## config.mk

```make
export PLATFORM = sky130hd
export DESIGN_NAME = telemetry_tx_arbiter
export DESIGN_NICKNAME = d
export VERILOG_FILES = /design/src/rtl/telemetry_tx_arbiter.sv
export SDC_FILE = /design/constraint.sdc
export NUM_CORES = 1
export LEC_CHECK = 0
export CAP_MARGIN = 40
export CORE_MARGIN = 10
export CORE_UTILIZATION = 46
export CTS_CLUSTER_DIAMETER = 60
export DETAILED_ROUTE_END_ITERATION = 16
export GPL_TIMING_DRIVEN = 0
export PLACE_DENSITY_LB_ADDON = 0.05
export SLEW_MARGIN = 5
export SYNTH_ARGS = -nofsm -noshare
export SYNTH_HDL_FRONTEND = slang
export SYNTH_SLANG_ARGS = --single-unit
```

## constraint.sdc

```tcl
create_clock -name clock -period 2.12 [get_ports clock]
set_input_delay 0.318 -clock clock [delete_from_list [all_inputs] [get_ports clock]]
set_output_delay 0.318 -clock clock [all_outputs]
set_load 0.05 [all_outputs]
```

## src/rtl/telemetry_tx_arbiter.sv

```systemverilog
// telemetry_tx_arbiter
// Round-robin arbiter that shares one debug UART transmitter between several
// telemetry producers. The granted source's payload is latched and sent as a
// framed packet: SYNC, ID, payload bytes (MSB first), CHK. CHK is the running
// XOR of the ID byte and the payload bytes, accumulated as the bytes go out.

module telemetry_tx_arbiter #(
    parameter int         NUM_SRC       = 4,
    parameter int         PAYLOAD_BYTES = 4,
    parameter logic [7:0] SYNC_BYTE     = 8'hA5
) (
    input  logic                               clock,
    input  logic                               rst_n,
    input  logic [NUM_SRC-1:0]                 req,
    input  logic [NUM_SRC*PAYLOAD_BYTES*8-1:0] payload,
    output logic [NUM_SRC-1:0]                 grant,
    output logic                               tx_send,
    output logic [7:0]                         tx_data,
    input  logic                               tx_busy,
    output logic                               frame_active,
    output logic [15:0]                        frame_count
);

    localparam int FRAME_LEN = PAYLOAD_BYTES + 3;
    localparam int PW        = PAYLOAD_BYTES * 8;
    localparam int IDXW      = (NUM_SRC > 1) ? $clog2(NUM_SRC) : 1;
    localparam int CW        = IDXW + 1;
    localparam int BIW       = $clog2(FRAME_LEN);

    localparam logic [BIW-1:0]  IDX_SYNC = BIW'(0);
    localparam logic [BIW-1:0]  IDX_ID   = BIW'(1);
    localparam logic [BIW-1:0]  IDX_LAST = BIW'(FRAME_LEN - 1);
    localparam logic [IDXW-1:0] SRC_LAST = IDXW'(NUM_SRC - 1);
    localparam logic [CW-1:0]   SRC_NUM  = CW'(NUM_SRC);

    typedef enum logic [1:0] {
        ST_IDLE   = 2'd0,
        ST_SEND   = 2'd1,
        ST_SETTLE = 2'd2,
        ST_WAIT   = 2'd3
    } state_t;

    // Checksum accumulation step: XOR fold of one byte into the running value.
    function automatic logic [7:0] f_chk_fold(input logic [7:0] acc, input logic [7:0] b);
        f_chk_fold = acc ^ b;
    endfunction

    state_t            r_state;
    logic [IDXW-1:0]   r_last_grant;
    logic [IDXW-1:0]   r_winner;
    logic [PW-1:0]     r_payload;
    logic [BIW-1:0]    r_byte_idx;
    logic [7:0]        r_chk;

    logic              w_any;
    logic [IDXW-1:0]   w_winner;
    logic [CW-1:0]     w_cand;
    logic [NUM_SRC-1:0] w_grant_vec;
    logic [PW-1:0]     w_sel_payload;
    logic [7:0]        w_id;
    logic [7:0]        w_byte;
    logic [7:0]        w_chk_next;
    logic              w_is_payload;

    // Round-robin search: scan offsets from far to near so the nearest requester after last_grant wins.
    always_comb begin
        w_any    = 1'b0;
        w_winner = r_last_grant;
        w_cand   = '0;
        for (int k = NUM_SRC; k >= 1; k--) begin
            w_cand = {1'b0, r_last_grant} + CW'(k);
            if (w_cand >= SRC_NUM) begin
                w_cand = w_cand - SRC_NUM;
            end else begin
                w_cand = w_cand;
            end
            if (req[w_cand[IDXW-1:0]]) begin
                w_any    = 1'b1;
                w_winner = w_cand[IDXW-1:0];
            end else begin
                w_any    = w_any;
            end
        end
    end

    // Winner decode: one-hot grant vector and the winner's payload slice.
    always_comb begin
        w_grant_vec   = '0;
        w_sel_payload = '0;
        for (int i = 0; i < NUM_SRC; i++) begin
            if (w_winner == IDXW'(i)) begin
                w_grant_vec[i] = 1'b1;
                w_sel_payload  = payload[i*PW +: PW];
            end else begin
                w_grant_vec[i] = 1'b0;
            end
        end
    end

    // Frame byte mux: picks the byte for the current index and the checksum after issuing it.
    always_comb begin
        w_id         = 8'(r_winner);
        w_byte       = 8'h00;
        w_chk_next   = r_chk;
        w_is_payload = 1'b0;
        if (r_byte_idx == IDX_SYNC) begin
            w_byte = SYNC_BYTE;
        end else if (r_byte_idx == IDX_ID) begin
            w_byte     = w_id;
            w_chk_next = f_chk_fold(r_chk, w_id);
        end else if (r_byte_idx == IDX_LAST) begin
            w_byte = r_chk;
        end else begin
            w_byte       = r_payload[PW-1 -: 8];
            w_chk_next   = f_chk_fold(r_chk, r_payload[PW-1 -: 8]);
            w_is_payload = 1'b1;
        end
    end

    // Frame sequencer: grant, byte issue over the send/busy handshake, frame bookkeeping.
    always_ff @(posedge clock or negedge rst_n) begin
        if (!rst_n) begin
            r_state      <= ST_IDLE;
            r_last_grant <= SRC_LAST;
            r_winner     <= '0;
            r_payload    <= '0;
            r_byte_idx   <= '0;
            r_chk        <= 8'h00;
            grant        <= '0;
            tx_send      <= 1'b0;
            tx_data      <= 8'h00;
            frame_active <= 1'b0;
            frame_count  <= 16'h0000;
        end else begin
            grant   <= '0;
            tx_send <= 1'b0;
            case (r_state)
                ST_IDLE: begin
                    if (w_any) begin
                        grant        <= w_grant_vec;
                        r_winner     <= w_winner;
                        r_payload    <= w_sel_payload;
                        r_byte_idx   <= '0;
                        r_chk        <= 8'h00;
                        frame_active <= 1'b1;
                        r_state      <= ST_SEND;
                    end else begin
                        r_state      <= ST_IDLE;
                    end
                end
                ST_SEND: begin
                    tx_send <= 1'b1;
                    tx_data <= w_byte;
                    r_chk   <= w_chk_next;
                    if (w_is_payload) begin
                        r_payload <= r_payload << 8;
                    end else begin
                        r_payload <= r_payload;
                    end
                    r_state <= ST_SETTLE;
                end
                ST_SETTLE: begin
                    // uart_tx may need this cycle to raise busy, so it is not looked at here
                    r_state <= ST_WAIT;
                end
                ST_WAIT: begin
                    if (!tx_busy) begin
                        if (r_byte_idx == IDX_LAST) begin
                            frame_count  <= frame_count + 16'd1;
                            r_last_grant <= r_winner;
                            frame_active <= 1'b0;
                            r_state      <= ST_IDLE;
                        end else begin
                            r_byte_idx   <= r_byte_idx + BIW'(1);
                            r_state      <= ST_SEND;
                        end
                    end else begin
                        r_state <= ST_WAIT;
                    end
                end
                default: begin
                    r_state      <= ST_IDLE;
                    frame_active <= 1'b0;
                end
            endcase
        end
    end

endmodule

```

==> impl_metrics.toml <==
[status]
status = "complete, no violations"

[pwr]
p_leak_nw = 2.825
ir_worst_vdd_mv = 0.6003
power_density_mw_per_mm2 = 1104

[placement]
placement.io_buffers = 164
hpwl_um = 12760
dp_slack_ns = -0.5633
gp_congestion = 0.8642

[synthesis]
synth_fp_nets = 628
synth_top_family_by_area = "compound AO/OA/AOI/OAI gates"
synth_fa_ha_area_frac = 0.01352
synth.area.mux_share = 0.05677
syn_area_per_cell_um2 = 9.484
ys_ff_latch = 79
synth_edf_count = 0
seq_area_frac_synth = 0.4277
synth_compound_gate_area_share = 0.2203
syn-cell-area_mm2 = 0.004628
yosysWarningCount = 0
synthXorXnorAreaFrac = 0.04353
synth_cells = 488
ys.flop_type = "dfrtp_1"
synth-async-reset-ratio = 1.000
synth_cell_types = 50
synthSimpleGateAreaFrac = 0.1882

[worst_setup_path]
path_class = "register to register"
crit_buf_inv = 2
critical-path-top-delay-family = "flip-flops"
cp_max_fo = 10
critPathArrivalTime_ns = 2.29
crit_path_start = "r_last_grant[0]"
worstSetupStartpointType = "register"
timing.critical_path.required_ns = 2.34
r2r-start = "r_last_grant[0]"
crit_path_end_kind = "register"
worst_path_largest_cell_delay_ns = 0.61
crit_path_cell_trace = "nor2b_1, or3_1, buf_6, buf_6, and3_1, a211oi_1, o32ai_1"
cpMaxStageDelayCell = "dfstp_2"
crit_top_cell = "buf_6"

[die]
dieArea_mm2 = 0.01447
core_area_mm2 = 0.009774
start_util = 0.4735
num_rows = 36
ioPinCount = 165
die_h_um = 120.3
die_w_um = 120.3

[timing]
clock.fmax_ghz = 0.4839
finalCritPeriodShare = 0.9747
relSlewSlack = 0.6544
setup_ws_ns = 0.05361
holdWs_ns = 0.4143
setup_viol = 0
worstMarginPinSlew_ns = 0.5168
min_period_ns = 2.066
slew_viol_final = 0
finalHoldViolCount = 0
finClkSkew_ns = 0.008068

[final_layout]
fill_cells = 793
fin_nets = 809
multiInputGateArea_mm2 = 0.002574
areaGrowthSynthToFinish_pct = 48.69
num_antenna_cells = 0
final_common_cell = "clkdlybuf4s50_1"
final_cell_mix = "162 x clkdlybuf4s50_1, 77 x dfrtp_1, 44 x nor2_1"
final_util = 0.7040
drive_gt1_frac = 0.1365
final-seq-area_mm2 = 0.001979

[grt]
track_usage = 0.2176
grt_max_degree = 51
grt_pass1_vias = 4780
antenna_found_initial = 0
grt_pass1_wl_um = 25440
gr-total-overflow = 0

[detailed_routing]
drt-wirelength-per-cell_um = 20.00
route.vias.total = 4668
vias_per_cell = 5.784
postRouteAntennaNets = 0
drc = 0
first_pass_iters = 5
drtIter0Drc = 362
finalWirelength_um = 16140

[clock_tree]
cts-buffers-inserted = 9
clk_pin_slew_ns = 0.09
clockBufferDepth = 2
clock_sinks = 79
clkLatencyLatePin_ns = 0.35
cts-root-buf = "clkbuf_8"
cts.htree.levels = 3
tritoncts = "yes"

[worst_hold_path]
min_path_type = "input pin to async pin"

[flow_run]
max-cap-violations = 0
[metrics by stage]
stage	power, mW	TNS, ns	std cells	instance area (um2)
detailed placement	6.261	-16.95	787	6466
floorplan	4.957	0	488	4628
global route	8.108	-0.07189	807	6882
global placement	6.144	-175.85	785	6436
CTS	7.419	-0.0004072	805	6740
finish	7.599	0	807	6882
[kinds of logic (layout without fill, tap and decap cells)]
logic type | after synthesis | in the layout
DFF | 79 | 79
muxes | 26 | 26
adders and majority gates | 5 | 5
xor gates and xnor gates | 23 | 23
buffers and inverters | 46 | 232
AOI/OAI and AO/OA | 137 | 137
and+or+nand+nor | 172 | 172
[cells in the mapped netlist (13+ instances only)]
cell | n | share of area
a21oi_1 | 14 | 0.015
buf_2 | 14 | 0.015
o221ai_1 | 30 | 0.057
mux2i_1 | 24 | 0.052
nor2_1 | 45 | 0.036
and3_1 | 37 | 0.050
xnor2_1 | 13 | 0.025
dfrtp_1 | 77 | 0.42
nand2_1 | 43 | 0.035
o32ai_1 | 16 | 0.030
a211oi_1 | 35 | 0.057
clkbuf_1 | 16 | 0.013
[layer usage]
layer | global-route usage | routed length [um] | share of wire | vias up
met5 | 0 | 0 | 0 | -
met1 | 0.2606 | 6381 | 0.40 | 2239
met2 | 0.3748 | 8112 | 0.50 | 202
li1 | - | - | - | 2198
met4 | 0.06335 | 331 | 0.021 | 0
met3 | 0.05863 | 1312 | 0.081 | 29
[path summary, 6_finish.rpt]
path                                   endpoint  slack (ns)  depth (start not counted)
worst max-delay path              r_payload[26]        0.05                          7
worst min-delay path                 tx_data[4]        0.41                          2
min in group clock                   tx_data[7]        0.48                          2
worst min register to register       tx_data[7]        0.48                          2
worst max register to register    r_payload[26]        0.05                          7
max in group asynchronous       r_last_grant[0]        1.07                          3
[power by group]
| part | internal, mW | leakage (nW) | switching, mW |
|---|---|---|---|
| clock network | 0.440 | 0.0877 | 0.624 |
| logic | 1.72 | 1.78 | 2.42 |
| registers | 2.01 | 0.958 | 0.393 |
[cell type report]
class                   count  area share
multi-input cells         363      0.3740
flip-flops and latches     79      0.2876
repair buffers            171      0.2491
plain buffers              37     0.03436
well taps                 133     0.02418
clock buffers               9     0.01800
clock inverters             7    0.008364
inverters                   8    0.004364
[registers in the layout, indices dropped and copies added, names as in the netlist]
name	count
frame_active	1
tx_send	1
frame_count	16
r_payload	32
grant	4
r_winner	2
tx_data	8
r_last_grant	2
r_chk	8
r_state	2
r_byte_idx	3
[worst register-to-register path, stage by stage (launching register included)]
cell and delay, ns:
dfstp_2 0.61, nor2b_1 0.08, or3_1 0.36, buf_6 0.17, buf_6 0.14, and3_1 0.16, a211oi_1 0.28, o32ai_1 0.15
[what timing repair did]
item,in CTS,in global routing
endpoints found under the setup margin,33,43
pin swaps,1,6
gates cloned,0,0
setup buffers,2,2
resized for setup,20,44
hold buffers,1,0
hold endpoints to repair,29,0
Power figures use the tool's default switching activity.
